**config.mk**
```make
export PLATFORM = sky130hd
export DESIGN_NAME = instr_fetch_unit_flat
export DESIGN_NICKNAME = d
export VERILOG_FILES = /design/src/rtl/instr_fetch_unit_if.sv /design/src/rtl/instr_fetch_unit.sv /design/src/flat_wrapper.sv
export SDC_FILE = /design/constraint.sdc
export NUM_CORES = 1
export LEC_CHECK = 0
export ABC_AREA = 1
export CAP_MARGIN = 20
export CORE_MARGIN = 1.5
export CORE_UTILIZATION = 58
export CTS_BUF_LIST = sky130_fd_sc_hd__clkbuf_8
export CTS_CLUSTER_DIAMETER = 60
export DETAILED_ROUTE_END_ITERATION = 7
export GPL_ROUTABILITY_DRIVEN = 0
export PLACE_DENSITY = 0.88
export SYNTH_ARGS = -nofsm -noshare
export SYNTH_HDL_FRONTEND = slang
export SYNTH_SLANG_ARGS = --single-unit
```
**constraint.sdc**
```tcl
create_clock -name clk -period 17.5 [get_ports clk]
set_input_delay 3.5 -clock clk [delete_from_list [all_inputs] [get_ports clk]]
set_output_delay 3.5 -clock clk [all_outputs]
set_load 0.01 [all_outputs]
```
**src/rtl/instr_fetch_unit_if.sv**
```systemverilog
// -----------------------------------------------------------------------------
// instr_fetch_unit_if
// Groups the handshake buses around the fetch stage:
//   imem_req_*  : fetch request to instruction memory (valid/ready)
//   imem_rsp_*  : in-order read data returned by instruction memory
//   redirect_*  : taken branch / jal / jalr target from execute
//   if_*        : head instruction presented to decode (valid/ready)
//   misalign_pulse : one-cycle flag for a redirect target with low bits set
// Modports:
//   master : the fetch unit itself
//   slave  : the environment (memory, execute, decode)
// -----------------------------------------------------------------------------
interface instr_fetch_unit_if #(
    parameter int XLEN = 32
) ();
    logic            imem_req_valid;
    logic [XLEN-1:0] imem_req_addr;
    logic            imem_req_ready;
    logic            imem_rsp_valid;
    logic [31:0]     imem_rsp_data;
    logic            redirect_valid;
    logic [XLEN-1:0] redirect_pc;
    logic            if_valid;
    logic            if_ready;
    logic [XLEN-1:0] if_pc;
    logic [31:0]     if_instr;
    logic [6:0]      if_opcode;
    logic [2:0]      if_funct3;
    logic [6:0]      if_funct7;
    logic            misalign_pulse;

    modport master (
        output imem_req_valid, imem_req_addr,
        input  imem_req_ready,
        input  imem_rsp_valid, imem_rsp_data,
        input  redirect_valid, redirect_pc,
        output if_valid, if_pc, if_instr, if_opcode, if_funct3, if_funct7,
        input  if_ready,
        output misalign_pulse
    );

    modport slave (
        input  imem_req_valid, imem_req_addr,
        output imem_req_ready,
        output imem_rsp_valid, imem_rsp_data,
        output redirect_valid, redirect_pc,
        input  if_valid, if_pc, if_instr, if_opcode, if_funct3, if_funct7,
        output if_ready,
        input  misalign_pulse
    );
endinterface

```
**src/rtl/instr_fetch_unit.sv**
```systemverilog
// -----------------------------------------------------------------------------
// instr_fetch_unit
// Fetch stage of the RV32I core. Owns the PC, issues word reads to instruction
// memory under a credit limit, buffers returned words (with their PCs) in a
// small in-order FIFO and presents the head entry to decode. Redirects from
// execute flush the FIFO and mark all outstanding fetches as stale.
// Ports:
//   clk    : rising-edge clock
//   rst_n  : synchronous reset, active low
//   bus    : instr_fetch_unit_if.master (imem request/response, redirect,
//            decode handshake, misalign pulse)
// -----------------------------------------------------------------------------
module instr_fetch_unit #(
    parameter int              XLEN       = 32,
    parameter logic [XLEN-1:0] RESET_PC   = '0,
    parameter int              FIFO_DEPTH = 2
) (
    input  logic                clk,
    input  logic                rst_n,
    instr_fetch_unit_if.master  bus
);
    localparam int PTR_W = (FIFO_DEPTH > 1) ? $clog2(FIFO_DEPTH) : 1;
    localparam int CNT_W = $clog2(FIFO_DEPTH + 1);

    // State registers
    logic [XLEN-1:0]  r_fetch_pc;
    logic [CNT_W-1:0] r_inflight;
    logic [CNT_W-1:0] r_drop;
    logic [CNT_W-1:0] r_count;
    logic [PTR_W-1:0] r_wr_ptr;
    logic [PTR_W-1:0] r_rd_ptr;
    logic [PTR_W-1:0] r_pcq_wr;
    logic [PTR_W-1:0] r_pcq_rd;
    logic             r_misalign;

    // Storage: buffered words with their PCs, and PCs of in-flight requests
    logic [XLEN-1:0]  r_fifo_pc    [FIFO_DEPTH];
    logic [31:0]      r_fifo_instr [FIFO_DEPTH];
    logic [XLEN-1:0]  r_pcq        [FIFO_DEPTH];

    // Next-state values
    logic [XLEN-1:0]  w_fetch_pc_next;
    logic [CNT_W-1:0] w_inflight_next;
    logic [CNT_W-1:0] w_drop_next;
    logic [CNT_W-1:0] w_count_next;
    logic [PTR_W-1:0] w_wr_ptr_next;
    logic [PTR_W-1:0] w_rd_ptr_next;
    logic [PTR_W-1:0] w_pcq_wr_next;
    logic [PTR_W-1:0] w_pcq_rd_next;
    logic             w_misalign_next;

    // Handshake decodes
    logic [CNT_W:0]   w_credit_used;
    logic             w_req_valid;
    logic             w_accept;
    logic             w_rsp;
    logic             w_stale;
    logic             w_push;
    logic             w_pop;
    logic             w_if_valid;
    logic [31:0]      w_head_instr;
    logic [XLEN-1:0]  w_head_pc;

    // Credits cover both outstanding requests and buffered words, so every
    // accepted request is guaranteed a FIFO slot when its word returns.
    assign w_credit_used = {1'b0, r_inflight} + {1'b0, r_count};
    assign w_req_valid   = rst_n & ~bus.redirect_valid
                         & (w_credit_used < (CNT_W + 1)'(FIFO_DEPTH));
    assign w_accept      = w_req_valid & bus.imem_req_ready;

    // A response with nothing outstanding belongs to a request issued before
    // reset and is ignored.
    assign w_rsp         = bus.imem_rsp_valid & (r_inflight != '0);
    // A word arriving during a redirect is wrong-path even if drop is zero.
    assign w_stale       = w_rsp & (bus.redirect_valid | (r_drop != '0));
    assign w_push        = w_rsp & ~w_stale;
    assign w_if_valid    = (r_count != '0);
    // A handshake coinciding with a redirect is void: the entry is flushed.
    assign w_pop         = w_if_valid & bus.if_ready & ~bus.redirect_valid;

    always_comb begin
        w_fetch_pc_next = r_fetch_pc;
        w_inflight_next = r_inflight + CNT_W'(w_accept) - CNT_W'(w_rsp);
        w_drop_next     = r_drop;
        w_count_next    = r_count + CNT_W'(w_push) - CNT_W'(w_pop);
        w_wr_ptr_next   = w_push ? r_wr_ptr + PTR_W'(1) : r_wr_ptr;
        w_rd_ptr_next   = w_pop  ? r_rd_ptr + PTR_W'(1) : r_rd_ptr;
        w_pcq_wr_next   = w_accept ? r_pcq_wr + PTR_W'(1) : r_pcq_wr;
        w_pcq_rd_next   = w_rsp    ? r_pcq_rd + PTR_W'(1) : r_pcq_rd;
        w_misalign_next = 1'b0;

        if (bus.redirect_valid) begin
            w_fetch_pc_next = {bus.redirect_pc[XLEN-1:2], 2'b00};
            // Every outstanding request is wrong-path after a redirect; the
            // already-stale ones are a subset of inflight, so drop becomes
            // inflight rather than growing past it. The response consumed
            // this cycle (if any) is one of them.
            w_drop_next     = r_inflight - CNT_W'(w_rsp);
            w_count_next    = '0;
            w_wr_ptr_next   = '0;
            w_rd_ptr_next   = '0;
            w_misalign_next = (bus.redirect_pc[1:0] != 2'b00);
        end else begin
            if (w_accept) begin
                w_fetch_pc_next = r_fetch_pc + XLEN'(4);
            end
            if (w_stale) begin
                w_drop_next = r_drop - CNT_W'(1);
            end
        end
    end

    always_ff @(posedge clk) begin
        if (!rst_n) begin
            r_fetch_pc <= RESET_PC;
            r_inflight <= '0;
            r_drop     <= '0;
            r_count    <= '0;
            r_wr_ptr   <= '0;
            r_rd_ptr   <= '0;
            r_pcq_wr   <= '0;
            r_pcq_rd   <= '0;
            r_misalign <= 1'b0;
        end else begin
            r_fetch_pc <= w_fetch_pc_next;
            r_inflight <= w_inflight_next;
            r_drop     <= w_drop_next;
            r_count    <= w_count_next;
            r_wr_ptr   <= w_wr_ptr_next;
            r_rd_ptr   <= w_rd_ptr_next;
            r_pcq_wr   <= w_pcq_wr_next;
            r_pcq_rd   <= w_pcq_rd_next;
            r_misalign <= w_misalign_next;
        end
    end

    // Storage arrays carry no reset; occupancy is tracked by the counters.
    always_ff @(posedge clk) begin
        if (rst_n && w_accept) begin
            r_pcq[r_pcq_wr] <= r_fetch_pc;
        end
        if (rst_n && w_push) begin
            r_fifo_pc[r_wr_ptr]    <= r_pcq[r_pcq_rd];
            r_fifo_instr[r_wr_ptr] <= bus.imem_rsp_data;
        end
    end

    // Head fields read as zero when empty so nothing uninitialised leaks out.
    assign w_head_instr = w_if_valid ? r_fifo_instr[r_rd_ptr] : 32'h0;
    assign w_head_pc    = w_if_valid ? r_fifo_pc[r_rd_ptr]    : '0;

    assign bus.imem_req_valid = w_req_valid;
    assign bus.imem_req_addr  = r_fetch_pc;
    assign bus.if_valid       = w_if_valid;
    assign bus.if_pc          = w_head_pc;
    assign bus.if_instr       = w_head_instr;
    assign bus.if_opcode      = w_head_instr[6:0];
    assign bus.if_funct3      = w_head_instr[14:12];
    assign bus.if_funct7      = w_head_instr[31:25];
    assign bus.misalign_pulse = r_misalign;
endmodule

```
**src/flat_wrapper.sv**
```systemverilog
// flat-port wrapper written by rule: the top's interface ports become plain ports
module instr_fetch_unit_flat 
#(
    parameter int              XLEN       = 32,
    parameter logic [XLEN-1:0] RESET_PC   = '0,
    parameter int              FIFO_DEPTH = 2
)
  (clk, rst_n, bus_imem_req_valid, bus_imem_req_addr, bus_imem_req_ready, bus_imem_rsp_valid, bus_imem_rsp_data, bus_redirect_valid, bus_redirect_pc, bus_if_valid, bus_if_pc, bus_if_instr, bus_if_opcode, bus_if_funct3, bus_if_funct7, bus_if_ready, bus_misalign_pulse);
  instr_fetch_unit_if #(.XLEN(XLEN)) bus_i ();
  input  logic clk;
  input  logic rst_n;
  output wire logic [$bits(bus_i.imem_req_valid)-1:0] bus_imem_req_valid;
  output wire logic [$bits(bus_i.imem_req_addr)-1:0] bus_imem_req_addr;
  input wire logic [$bits(bus_i.imem_req_ready)-1:0] bus_imem_req_ready;
  input wire logic [$bits(bus_i.imem_rsp_valid)-1:0] bus_imem_rsp_valid;
  input wire logic [$bits(bus_i.imem_rsp_data)-1:0] bus_imem_rsp_data;
  input wire logic [$bits(bus_i.redirect_valid)-1:0] bus_redirect_valid;
  input wire logic [$bits(bus_i.redirect_pc)-1:0] bus_redirect_pc;
  output wire logic [$bits(bus_i.if_valid)-1:0] bus_if_valid;
  output wire logic [$bits(bus_i.if_pc)-1:0] bus_if_pc;
  output wire logic [$bits(bus_i.if_instr)-1:0] bus_if_instr;
  output wire logic [$bits(bus_i.if_opcode)-1:0] bus_if_opcode;
  output wire logic [$bits(bus_i.if_funct3)-1:0] bus_if_funct3;
  output wire logic [$bits(bus_i.if_funct7)-1:0] bus_if_funct7;
  input wire logic [$bits(bus_i.if_ready)-1:0] bus_if_ready;
  output wire logic [$bits(bus_i.misalign_pulse)-1:0] bus_misalign_pulse;
  assign bus_imem_req_valid = bus_i.imem_req_valid;
  assign bus_imem_req_addr = bus_i.imem_req_addr;
  assign bus_i.imem_req_ready = bus_imem_req_ready;
  assign bus_i.imem_rsp_valid = bus_imem_rsp_valid;
  assign bus_i.imem_rsp_data = bus_imem_rsp_data;
  assign bus_i.redirect_valid = bus_redirect_valid;
  assign bus_i.redirect_pc = bus_redirect_pc;
  assign bus_if_valid = bus_i.if_valid;
  assign bus_if_pc = bus_i.if_pc;
  assign bus_if_instr = bus_i.if_instr;
  assign bus_if_opcode = bus_i.if_opcode;
  assign bus_if_funct3 = bus_i.if_funct3;
  assign bus_if_funct7 = bus_i.if_funct7;
  assign bus_i.if_ready = bus_if_ready;
  assign bus_misalign_pulse = bus_i.misalign_pulse;
  instr_fetch_unit #(.XLEN(XLEN), .RESET_PC(RESET_PC), .FIFO_DEPTH(FIFO_DEPTH)) u_core (.clk(clk), .rst_n(rst_n), .bus(bus_i));
endmodule
```
==> results of run 1 <==
==> final cells by class <==
cell class,instances,area (um^2)
Inverter,73,282
Sequential cell,227,6390
Clock inverter,22,98.8
Multi-Input combinational cell,541,2750
Fill cell,1052,4220
Clock buffer,41,564
Tap cell,220,275
Timing Repair Buffer,190,1890
==> path summary, 6_finish.rpt <==
check,startpoint,endpoint,depth (start not counted)
worst max-delay path,rst_n,bus_imem_req_valid,6
worst min-delay path,u_core.r_pcq_rd$_SDFFE_PN0P_,u_core.r_pcq_rd$_SDFFE_PN0P_,1
worst max register to register,u_core.r_count[0]$_SDFF_PP0_,u_core.r_pcq[1][29]$_DFFE_PP_,7
worst min register to register,u_core.r_pcq_rd$_SDFFE_PN0P_,u_core.r_pcq_rd$_SDFFE_PN0P_,1
==> cell usage after synthesis, drive strengths merged <==
library cell,number
a21oi,95
a22oi,2
a31oi,6
and2,2
buf,32
clkbuf,23
clkinv,2
conb,1
dfxtp,43
edfxtp,184
fa,1
ha,6
inv,71
mux2,30
nand2,254
nand3,37
nand3b,1
nor2,51
nor2b,1
nor3,4
o211ai,2
o21ai,35
or2,2
xnor2,7
xor2,1
==> flip-flops by register name, summed over array words and instances (netlist names), named ones only <==
name	count
u_core.r_pcq_wr	1
u_core.r_wr_ptr	1
u_core.r_pcq	60
u_core.bus.misalign_pulse	1
u_core.r_pcq_rd	1
u_core.r_rd_ptr	1
u_core.r_fifo_pc	60
u_core.r_drop	2
u_core.r_inflight	2
u_core.bus.imem_req_addr	30
u_core.r_fifo_instr	64
u_core.r_count	2
==> cell families after synthesis <==
kind of cell / Yosys count / share of synthesized area
compound gates: 140 / 0.0743
flops: 227 / 0.658
buf+inv: 128 / 0.0627
xor+xnor: 8 / 0.00722
mux: 30 / 0.0348
fa+ha+maj: 7 / 0.00979
other cells: 1 / 0.000386
simple gates: 352 / 0.153
==> per-layer routing <==
metal / vias to the layer above / wire length (um) / track usage
li1: 3353 / - / -
met1: 3392 / 8360 / 0.311
met2: 383 / 10500 / 0.411
met3: 76 / 1810 / 0.0504
met4: 0 / 863 / 0.123
met5: - / 0 / 0
==> critical path, stage by stage <==
cell	delay (ps)
clkdlybuf4s50_1	700
inv_4	250
nor2_4	190
inv_1	110
nor3_1	150
clkdlybuf4s50_1	560
==> report_power, final <==
part           total [mW]  internal, mW  leakage, nW  switching [mW]
clock network       0.410         0.214        0.376           0.196
registers           0.625         0.608         2.03          0.0172
logic               0.123        0.0606         1.93          0.0619
==> metrics.md, run 1 <==
| Metric | Value |
|---|---|
| Power Density | `~95 mW/mm^2` |
| Num CTS Buffers | `36` |
| Post-CTS Setup Repair Bufs | `0` |
| Chip width | `between 100 and 150 um` |
| Slew margin rel. | `0.401` |
| Setup CP Type | `input port to primary output` |
| Clock Latency Late Sink | `between 500 and 600 ps` |
| Final Hold Vio Count | `0` |
| Post-layout util | `0.744` |
| Worst slew pin tran | `899 ps` |
| Synthesized area | `~0.0097 mm^2` |
| Pin count of the biggest net entering global routing | `64` |
| Die extent in y | `~130 um` |
| Synth cell types | `38` |
| Final Cycle Share | `0.512` |
| Max Freq | `about 0.11 GHz` |
| Synth top area cells | `edfxtp_1 (57%), nand2_1 (9.6%), dfxtp_1 (8.9%), a21oi_1 (4.8%), mux2_2 (3.5%)` |
| Sequential area share after synthesis | `0.658` |
| Max Root-Sink Buffers | `3` |
| Ant. Diodes | `0` |
| Pre-antenna DRT Iters | `6` |
| GRT Util Overall | `0.247` |
| Number of warnings issued by yosys | `0` |
| Port Buffers | `181` |
| Crit path DAT | `around 5500 ps` |
| Initial core utilization | `0.590` |
| Fin area | `0.0123 mm^2` |
| WHS | `~460 ps` |
| Ratio of cells with drive above 1 in the final layout | `0.108` |
| Routed vias | `around 7,000` |
| Number of synthesized register bits | `~230` |
| Leak | `between 4 and 5 nW` |
| Inst Count DP | `between 1,000 and 1,500` |
| H-tree levels | `2` |
| Period minus WS final | `roughly 9000 ps` |
| Nets | `between 1,000 and 1,500` |
| # DRC | `0` |
| Area grow syn2layout | `26.2%` |
| Clock Sinks | `between 200 and 250` |
| Cell count after synthesis | `just under 900` |
| Vias in the first global route | `~7,000` |
| Max-slew violations | `0` |
| R2R Setup Slk | `about 15,000 ps` |
| CP required | `between 10,000 and 15,000 ps` |
| GRT Residual Overflow | `0` |
| PnR worst setup slack | `8540 ps` |
| Initial antenna violation count | `0` |
| Post-DR wirelength/cell | `16.4 um` |
| Initial DRC count | `between 600 and 700` |
| First-pass GRT wire length | `between 30,000 and 40,000 um` |
| Largest fanout on the critical path | `31` |
| Hold WC Path Type | `flop to flop` |
| Most common cell after layout, fill and taps aside | `nand2_1` |
| Final ANT Viol Nets | `0` |
| Row cnt | `47` |
| Maxcap violations | `0` |
| Post-DP HPWL | `between 10,000 and 15,000 um` |
| Final setup vio count | `0` |
| Total negative slack | `0 ps` |
| Setup crit start kind | `input port` |
| Worst ir drop on vdd | `about 0.000064 V` |
| Clk root buf | `clkbuf_8` |
| Leading area contributor after synthesis | `edfxtp_1` |
| Core footprint | `around 0.016 mm^2` |
| Setup WS pre-CTS | `around 8600 ps` |
| Placed cell areas | `about 0.012 mm^2` |
| Synthesized area per cell | `10.9 um^2` |
| Commonest non-fill, non-tap cells in the layout | `nand2_1 (249), edfxtp_1 (184), clkdlybuf4s50_1 (181), a21oi_1 (94), inv_1 (80)` |
| Power Total | `approximately 1.2 mW` |
| Die area | `~0.018 mm^2` |
| CTS Hold Buffers Added | `0` |
| Clock-pin slew on the worst setup and hold paths | `60 ps` |
| TritonCTS clock tree | `done` |
| Cts repair resizes | `0` |
| Num ports | `186` |
| Element type at the critical path end | `primary output` |
| RSZ-0062 raised after global routing | `no` |
| Status | `completed` |
| Via density | `around 5.5` |
| Area share of the largest cell type after synthesis | `0.569` |
| Worst clock skew | `20.7 ps` |
| DRT Wirelength | `between 20,000 and 25,000 um` |
| Fin cells | `~1,300` |
Note: power is estimated with default switching activity, not from simulation.
==> run 2: changes to the inputs <==
- CORE_UTILIZATION: 58 -> 49
- PLACE_DENSITY: 0.88 -> 0.79
- clock period: 17.5 -> 7.5 ns (I/O delays scaled with it)
==> metrics.md, run 2 (synthesized netlist as in run 1, its figures left out) <==
| Metric | Value |
|---|---|
| Status | `completed` |
| Crit path max-delay cell type | `clkdlybuf4s50_1` |
| Setup CP Type | `input port to primary output` |
| Most flops, register | `u_core.r_fifo_instr` |
| Worst ir drop on vdd | `0.000112 V (+74%)` |
| Pin count of the biggest net entering global routing | `64 (unchanged)` |
| Core footprint | `0.0195 mm^2 (+18%)` |
| Row cnt | `51 (+8.5%)` |
| Pre-antenna DRT Iters | `7 (+1)` |
| GRT Util Overall | `0.210 (-0.0371)` |
| Period minus WS final | `roughly 5000 ps` |
| Critical path, cell by cell | `clkdlybuf4s50_1, inv_4, nor2_4, inv_1, nor3_1, clkdlybuf4s50_1` |
| Fillers | `1,461 (+39%)` |
| Max Freq | `~0.20 GHz` |
| Via density | `5.12 (-6.6%)` |
| Post-DR wirelength/cell | `15.9 um (-3.0%)` |
| H-tree levels | `2 (unchanged)` |
| Clock Sinks | `227 (unchanged)` |
| Final Hold Vio Count | `0 (unchanged)` |
| # DRC | `0 (unchanged)` |
| Setup WS pre-CTS | `2520 ps (-6050 ps)` |
| Initial DRC count | `400 (-42%)` |
| Nets | `1,147 (+0.087%)` |
| Commonest non-fill, non-tap cells in the layout | `nand2_1 (249), edfxtp_1 (184), clkdlybuf4s50_1 (181), a21oi_1 (94), inv_1 (86)` |
| Clock Latency Late Sink | `520 ps (about the same)` |
| Multi-input logic area | `0.00275 mm^2 (unchanged)` |
| Final setup vio count | `0 (unchanged)` |
| Initial antenna violation count | `0 (unchanged)` |
| DRT Wirelength | `21,600 um (about the same)` |
| Ant. Diodes | `0 (unchanged)` |
| First-pass GRT wire length | `33,200 um (-2.5%)` |
| Crit path DAT | `3470 ps (-1990 ps)` |
| TritonCTS clock tree | `done` |
| Die extent in y | `144 um (+8.6%)` |
| Setup crit start kind | `input port` |
| Routed vias | `6,940 (-3.7%)` |
| Sequential cell area | `0.00639 mm^2 (unchanged)` |
| Clock-pin slew on the worst setup and hold paths | `60 ps (about the same)` |
| Port Buffers | `181 (unchanged)` |
| Largest regs | `u_core.r_fifo_instr x64, u_core.r_fifo_pc x60, u_core.r_pcq x60` |
| PnR worst setup slack | `2530 ps (-6010 ps)` |
| Most common cell after layout, fill and taps aside | `nand2_1` |
| Element type at the critical path end | `primary output` |
| Critical path buffers and inverters | `4 (unchanged)` |
| CP required | `6000 ps (-8000 ps)` |
| R2R depth | `7 (unchanged)` |
| Max Root-Sink Buffers | `3 (unchanged)` |
| Chip width | `144 um (+8.6%)` |
| Final ANT Viol Nets | `0 (unchanged)` |
| Vias in the first global route | `6,554 (-6.1%)` |
| Largest fanout on the critical path | `31 (unchanged)` |
| Worst path most repeated cell | `clkdlybuf4s50_1` |
| Maxcap violations | `0 (unchanged)` |
| Power Total | `2.65 mW (+130%)` |
| Die area | `0.0207 mm^2 (+18%)` |
| Max incr delay on CP | `710 ps (about the same)` |
| Number of flip-flops in the largest register | `64 (unchanged)` |
| Hold EP | `u_core.r_pcq_rd$_SDFFE_PN0P_` |
| Leak | `4.33 nW (about the same)` |
| Num ports | `186 (unchanged)` |
| Final Cycle Share | `0.662` |
| Ratio of cells with drive above 1 in the final layout | `0.101 (-0.00704)` |
| RR Startpoint | `u_core.r_inflight[1]$_SDFF_PN0_` |
| Total negative slack | `0 ps (unchanged)` |
| Clk root buf | `clkbuf_8` |
| Slew margin rel. | `0.410 (+0.00891)` |
| Area grow syn2layout | `26.2% (about the same)` |
| Hold WC Path Type | `flop to flop` |
| R2R Setup Slk | `4920 ps (-10,050 ps)` |
| Post-DP HPWL | `13,900 um (+3.8%)` |
| GRT Residual Overflow | `0 (unchanged)` |
| Initial core utilization | `0.499 (-0.0908)` |
| R2R Path End | `u_core.r_fifo_instr[0][2]$_DFFE_PP_` |
| CTS Hold Buffers Added | `0 (unchanged)` |
| Power Density | `217 mW/mm^2 (+130%)` |
| Max-slew violations | `0 (unchanged)` |
| Crit path max-delay family | `buffers and inverters` |
| Hold Path Origin | `u_core.r_pcq_rd$_SDFFE_PN0P_` |
| Cts repair resizes | `0 (unchanged)` |
| Worst slew pin tran | `886 ps (-13.4 ps)` |
| RSZ-0062 raised after global routing | `no` |
| Worst clock skew | `26.0 ps (+5.30 ps)` |
| Worst hold path cell count | `1 (unchanged)` |
| Num CTS Buffers | `37 (+2.8%)` |
| Post-CTS Setup Repair Bufs | `0 (unchanged)` |
==> run 2: changes by cell type in the layout (fill, tap and decap cells not counted) <==
| cell | change |
|---|---|
| clkbuf_8 | -3 |
| clkinv_1 | -1 |
| clkinv_2 | -2 |
| clkinvlp_4 | -3 |
| inv_1 | +6 |
==> run 2: worst max-delay path by stage <==
stage / from / end / cells past startpoint
2_1_floorplan: bus_redirect_valid / u_core.r_fifo_instr[1][0]$_DFFE_PP_ / 4
6_report: rst_n / bus_imem_req_valid / 6
3_5_place_dp: rst_n / bus_imem_req_valid / 6
4_1_cts: rst_n / bus_imem_req_valid / 6
3_3_place_gp: rst_n / bus_imem_req_valid / 6
5_1_grt: rst_n / bus_imem_req_valid / 6
==> run 2: final cells by class <==
| cell class | count | share of cell area |
|---|---|---|
| Clock inverter | 22 | 0.00694 |
| Tap cell | 265 | 0.0271 |
| Multi-Input combinational cell | 541 | 0.225 |
| Sequential cell | 227 | 0.521 |
| Timing Repair Buffer | 190 | 0.154 |
| Clock buffer | 38 | 0.0427 |
| Inverter | 73 | 0.0230 |
==> run 2: worst reg2reg max path, cell delays in order (launching register included) <==
cell     delay (ps)
dfxtp_1         390
o21ai_0         120
inv_1           140
nand3_1         140
inv_1           110
nand2_1         100
nor2_4          580
buf_4           600
==> run 2: report_power, final <==
part / leakage [nW] / internal [mW] / switching (mW)
Clock: 0.376 / 0.464 / 0.446
Sequential: 2.03 / 1.42 / 0.0398
Combinational: 1.93 / 0.142 / 0.143
Total: 4.33 / 2.02 / 0.628
==> run 2: through the flow <==
step | utilization | area [um^2] | hold slack [ps] | instances
after floorplan | - | 9720 | 425 | 896
after global placement | 0.597 | 11600 | 437 | 1295
after detailed placement | 0.597 | 11600 | 445 | 1295
after CTS | 0.628 | 12200 | 457 | 1355
after global routing | 0.630 | 12300 | 470 | 1356
final | 0.630 | 12300 | 457 | 1356
==> run 2: routing by layer <==
| layer | wire [um] | GRT usage | vias up |
|---|---|---|---|
| met3 | 1800 | 0.0487 | 46 |
| met2 | 10600 | 0.364 | 297 |
| met1 | 8590 | 0.254 | 3236 |
| met5 | 0 | 0 | - |
| li1 | - | - | 3361 |
| met4 | 550 | 0.0806 | 0 |
==> run 3: changes to the inputs <==
- clock period: 7.5 -> 4 ns (I/O delays scaled with it)
==> metrics.md, run 3 (synthesized netlist as in run 1, its figures left out) <==
| Metric | Value |
|---|---|
| R2R depth | `7 (unchanged)` |
| Power Total | `5.01 mW (+89%)` |
| Post-CTS Setup Repair Bufs | `0 (unchanged)` |
| Number of flip-flops in the largest register | `64 (unchanged)` |
| Maxcap violations | `0 (unchanged)` |
| Num ports | `186 (unchanged)` |
| Most common cell after layout, fill and taps aside | `nand2_1` |
| Initial DRC count | `420 (+5.0%)` |
| CTS Hold Buffers Added | `0 (unchanged)` |
| Row cnt | `51 (unchanged)` |
| Critical path, cell by cell | `clkdlybuf4s50_1, inv_4, nor2_4, inv_1, nor3_1, clkdlybuf4s50_1` |
| R2R Setup Slk | `1740 ps (-3180 ps)` |
| Final setup vio count | `0 (unchanged)` |
| Fillers | `1,525 (+4.4%)` |
| Final ANT Viol Nets | `0 (unchanged)` |
| Worst clock skew | `21.3 ps (-4.74 ps)` |
| Max Freq | `0.294 GHz` |
| Die area | `0.0207 mm^2 (unchanged)` |
| Most flops, register | `u_core.r_fifo_instr` |
| Clock Latency Late Sink | `530 ps (about the same)` |
| Initial antenna violation count | `0 (unchanged)` |
| CP Depth | `6 (unchanged)` |
| Setup crit start kind | `input port` |
| Max-slew violations | `0 (unchanged)` |
| Num CTS Buffers | `37 (unchanged)` |
| Clk pwr share | `0.348 (+0.005)` |
| Post-DR wirelength/cell | `15.6 um (-1.7%)` |
| Pin count of the biggest net entering global routing | `63 (-1.6%)` |
| Hold WC Path Type | `flop to flop` |
| GRT Util Overall | `0.210 (-0.000261)` |
| Combinational share of power | `0.109 (+0.002)` |
| Slew margin rel. | `0.521 (+0.112)` |
| GRT Residual Overflow | `0 (unchanged)` |
| Max incr delay on CP | `740 ps (+30 ps)` |
| Clock Sinks | `227 (unchanged)` |
| Post-layout util | `0.634 (+0.00405)` |
| Die extent in y | `144 um (unchanged)` |
| P_sw | `1.18 mW (+89%)` |
| Chip width | `144 um (unchanged)` |
| Clk root buf | `clkbuf_8` |
| Cts repair resizes | `0 (unchanged)` |
| Via density | `5.10 (-0.40%)` |
| Post-DP HPWL | `13,900 um (-0.45%)` |
| Period minus WS final | `around 3400 ps` |
| Routed vias | `6,953 (+0.19%)` |
| Largest fanout on the critical path | `10 (-68%)` |
| Core footprint | `0.0195 mm^2 (unchanged)` |
| Largest regs | `u_core.r_fifo_instr x64, u_core.r_fifo_pc x60, u_core.r_pcq x60` |
| RSZ-0062 raised after global routing | `no` |
| H-tree levels | `2 (unchanged)` |
| Crit path max-delay cell type | `clkdlybuf4s50_1` |
| Area grow syn2layout | `27.0%` |
| Status | `completed` |
| Fin area | `0.0123 mm^2 (+0.64%)` |
| CP required | `3200 ps (-2800 ps)` |
| PnR worst setup slack | `596 ps (-1940 ps)` |
| Pre-antenna DRT Iters | `5 (-2)` |
| Power Density | `406 mW/mm^2 (+88%)` |
| Flop pwr share | `0.543 (-0.007)` |
| Critical path buffers and inverters | `4 (unchanged)` |
| DRT Wirelength | `21,300 um (-1.1%)` |
| Max Root-Sink Buffers | `3 (unchanged)` |
| Setup WS pre-CTS | `585 ps (-1930 ps)` |
| Crit path DAT | `2600 ps (-870 ps)` |
| Placed cell areas | `0.0117 mm^2 (+0.59%)` |
| Worst slew pin tran | `718 ps (-168 ps)` |
| Vias in the first global route | `6,774 (+3.4%)` |
| Nets | `1,151 (+0.35%)` |
| Setup CP Type | `input port to primary output` |
| RR Startpoint | `u_core.r_count[0]$_SDFF_PP0_` |
| Commonest non-fill, non-tap cells in the layout | `nand2_1 (249), edfxtp_1 (184), clkdlybuf4s50_1 (181), a21oi_1 (94), inv_1 (82)` |
| First-pass GRT wire length | `33,400 um (+0.67%)` |
| Worst ir drop on vdd | `0.000252 V (+130%)` |
| Origin of the worst setup path | `rst_n` |
| TritonCTS clock tree | `done` |
| Int Pwr | `3.83 mW (+89%)` |
| Final Hold Vio Count | `0 (unchanged)` |
| Sw frac | `0.236 (-0.000406)` |
| Element type at the critical path end | `primary output` |
| Initial core utilization | `0.499 (unchanged)` |
| Ratio of cells with drive above 1 in the final layout | `0.106 (+0.00564)` |
| Critical Path End | `bus_imem_req_valid` |
| Crit path max-delay family | `buffers and inverters` |
| Worst path most repeated cell | `clkdlybuf4s50_1` |
| Leak | `4.35 nW (+0.52%)` |
| Ant. Diodes | `0 (unchanged)` |
| Port Buffers | `181 (unchanged)` |
| Clock-pin slew on the worst setup and hold paths | `50 ps (about the same)` |
| R2R Path End | `u_core.r_pcq[1][19]$_DFFE_PP_` |
| Total negative slack | `0 ps (unchanged)` |
| Final Cycle Share | `0.851` |
| # DRC | `0 (unchanged)` |
## run 3: layout make-up
cell class	instances	area (um^2)	area share
inverter	73	282	0.0228
multi-input combinational	541	2760	0.224
sequential	227	6390	0.518
clock buffer	39	537	0.0435
timing repair buffer	194	1930	0.157
clock inverter	25	101	0.00822
tap	265	332	0.0269
## run 3: how the worst min path moves through the flow
stage / start / to / slack, ps / cells after the start
final: u_core.r_pcq_rd$_SDFFE_PN0P_ / u_core.r_pcq_rd$_SDFFE_PN0P_ / 450 / 1
after global routing: u_core.r_pcq_rd$_SDFFE_PN0P_ / u_core.r_pcq_rd$_SDFFE_PN0P_ / 500 / 1
after CTS: u_core.r_pcq_rd$_SDFFE_PN0P_ / u_core.r_pcq_rd$_SDFFE_PN0P_ / 460 / 1
after detailed placement: u_core.r_pcq_rd$_SDFFE_PN0P_ / u_core.r_pcq_rd$_SDFFE_PN0P_ / 450 / 1
after global placement: u_core.r_pcq_rd$_SDFFE_PN0P_ / u_core.r_pcq_rd$_SDFFE_PN0P_ / 440 / 1
after floorplan: u_core.r_pcq_rd$_SDFFE_PN0P_ / flop / 430 / 1
## run 3: power by group through the flow
stage | Clock, mW | Sequential, mW | Combinational (mW)
floorplan | 0 | 2.76 | 0.313
global placement | 0 | 2.77 | 0.534
detailed placement | 0 | 2.77 | 0.547
CTS | 1.79 | 2.72 | 0.550
global route | 1.90 | 2.73 | 0.599
finish | 1.74 | 2.72 | 0.546
## run 3: per-stage QoR
step                      instances  hold slack (ps)
after floorplan                 896              425
after global placement         1300              440
after detailed placement       1300              450
after CTS                      1364              456
after global routing           1364              497
final                          1364              450
## run 3: worst reg2reg max path: stages, from the launching register on
cell and delay, ps:
dfxtp_1 400, nand2_1 70, inv_1 70, fa_1 440
nor2_1 200, nand3_4 190, nor2_2 120, buf_4 400
## run 3: per-layer routing
| metal | up-vias | track usage | routed length, um |
|---|---|---|---|
| met5 | - | 0 | 0 |
| met4 | 0 | 0.0859 | 647 |
| met3 | 54 | 0.0580 | 1720 |
| met2 | 283 | 0.351 | 10200 |
| met1 | 3250 | 0.256 | 8770 |
| li1 | 3366 | - | - |
==> patch (config.mk and constraints of run 2) <==
`XLEN` is set to 32 in 3 places; all go to 16.
--- a/src/rtl/instr_fetch_unit_if.sv
+++ b/src/rtl/instr_fetch_unit_if.sv
@@ -11,7 +11,7 @@
 //   slave  : the environment (memory, execute, decode)
 // -----------------------------------------------------------------------------
 interface instr_fetch_unit_if #(
-    parameter int XLEN = 32
+    parameter int XLEN = 16
 ) ();
     logic            imem_req_valid;
     logic [XLEN-1:0] imem_req_addr;
--- a/src/rtl/instr_fetch_unit.sv
+++ b/src/rtl/instr_fetch_unit.sv
@@ -11,7 +11,7 @@
 //            decode handshake, misalign pulse)
 // -----------------------------------------------------------------------------
 module instr_fetch_unit #(
-    parameter int              XLEN       = 32,
+    parameter int              XLEN       = 16,
     parameter logic [XLEN-1:0] RESET_PC   = '0,
     parameter int              FIFO_DEPTH = 2
 ) (
--- a/src/flat_wrapper.sv
+++ b/src/flat_wrapper.sv
@@ -1,7 +1,7 @@
 // flat-port wrapper written by rule: the top's interface ports become plain ports
 module instr_fetch_unit_flat 
 #(
-    parameter int              XLEN       = 32,
+    parameter int              XLEN       = 16,
     parameter logic [XLEN-1:0] RESET_PC   = '0,
     parameter int              FIFO_DEPTH = 2
 )
Interface: changed (resized bus_if_pc, bus_imem_req_addr and bus_redirect_pc); port bits go from 186 to 138. No check against the original RTL was run, so the function may have changed too.
==> patch against run 2 <==
- total power fell by 33%
- routed wire length fell by 42%
- design area fell by 35%
- setup slack improved by 65 ps
- non-clock buffer count fell by 51
- area after synthesis fell by 36%
- combinational power fell by 36%
- sequential cell count fell by 80
- utilization rose by 2.7 points
- largest cell class unchanged
- highest routed layer unchanged
==> patch: results (changes against run 2) <==
routing usage on met3 = 5.54% (was 4.87%)
port bufs = 133 (was 181)
worst vdd ir = 0.106 mV (was 0.112 mV)
fin crit period = 4900 ps (was 4970 ps)
grt met2 use = 31.7% (was 36.4%)
register area share after synthesis = 66.9% (was 65.8%)
number of global-route vias before repair = 4197 (was 6554)
dominant cells by area after synthesis = edfxtp_1 (58%), dfxtp_1 (8.7%), nand2_1 (8.7%), a21oi_1 (5.4%), buf_4 (2.7%) (was edfxtp_1 (57%), nand2_1 (9.6%), dfxtp_1 (8.9%), a21oi_1 (4.8%), mux2_2 (3.5%))
CTS buffer count = 17 (was 37)
WL met2 = 5950 um (was 10600 um)
Largest regs = u_core.r_fifo_instr: 64 flops, u_core.r_fifo_pc: 28 flops, u_core.r_pcq: 28 flops (was u_core.r_fifo_instr: 64 flops, u_core.r_fifo_pc: 60 flops, u_core.r_pcq: 60 flops)
Max H-tree Level = 4 (was 2)
met3 routed WL = 843 um (was 1800 um)
Vias = 4264 (was 6940)
post-placement cell count = 816 (was 1295)
Syn Inst Count = 551 (was 893)
First DRT Iteration DRCs = 210 (was 400)
r2r startpoint = u_core.r_count[0]$_SDFF_PP0_ (was u_core.r_inflight[1]$_SDFF_PN0_)
status = completed (unchanged)
Adder-Cell Fraction of Synth Area = 1.54% (was 0.979%)
Longest Clk Path Bufs = 2 (was 3)
mux contribution to synthesized area = 2.71% (was 3.48%)
measured slew at the worst slew-check pin = 948 ps (was 886 ps)
post-synthesis compound-gate area fraction = 6.95% (was 7.43%)
XOR/XNOR Fraction of Synth Area = 0.707% (was 0.722%)
Global Route met1 Usage = 25.8% (was 25.4%)
Unique masters post-synth = 33 (was 38)
post-placement cell area = 7520 um^2 (was 11600 um^2)
patch: changes by cell type after synthesis, moves of 4 or more:
| cell | before | now |
|---|---|---|
| inv_1 | 69 | 44 |
| buf_1 | 2 | 8 |
| mux2_2 | 30 | 14 |
| edfxtp_1 | 184 | 120 |
| nand2_1 | 249 | 144 |
| clkbuf_1 | 23 | 5 |
| dfxtp_1 | 43 | 27 |
| a31oi_1 | 6 | 0 |
| nor2_2 | 7 | 0 |
| o21ai_0 | 32 | 12 |
| nor2_4 | 6 | 2 |
| nand3_1 | 36 | 25 |
| a21oi_1 | 94 | 67 |
| nor2_1 | 38 | 22 |
patch: critical path, stage by stage:
cell and delay, ps:
clkdlybuf4s50_1 900, nor2_8 340, nand2_1 80, inv_1 60, clkdlybuf4s50_1 520
patch: layout make-up:
class                   count  area [um^2]  area share [%]
repair buffers            139         1390            17.4
multi-input cells         317         1630            20.4
clock inverters            10          129            1.61
inverters                  48          183            2.29
clock buffers              22          303            3.79
well taps                 168          210            2.63
flip-flops and latches    147         4140            51.9
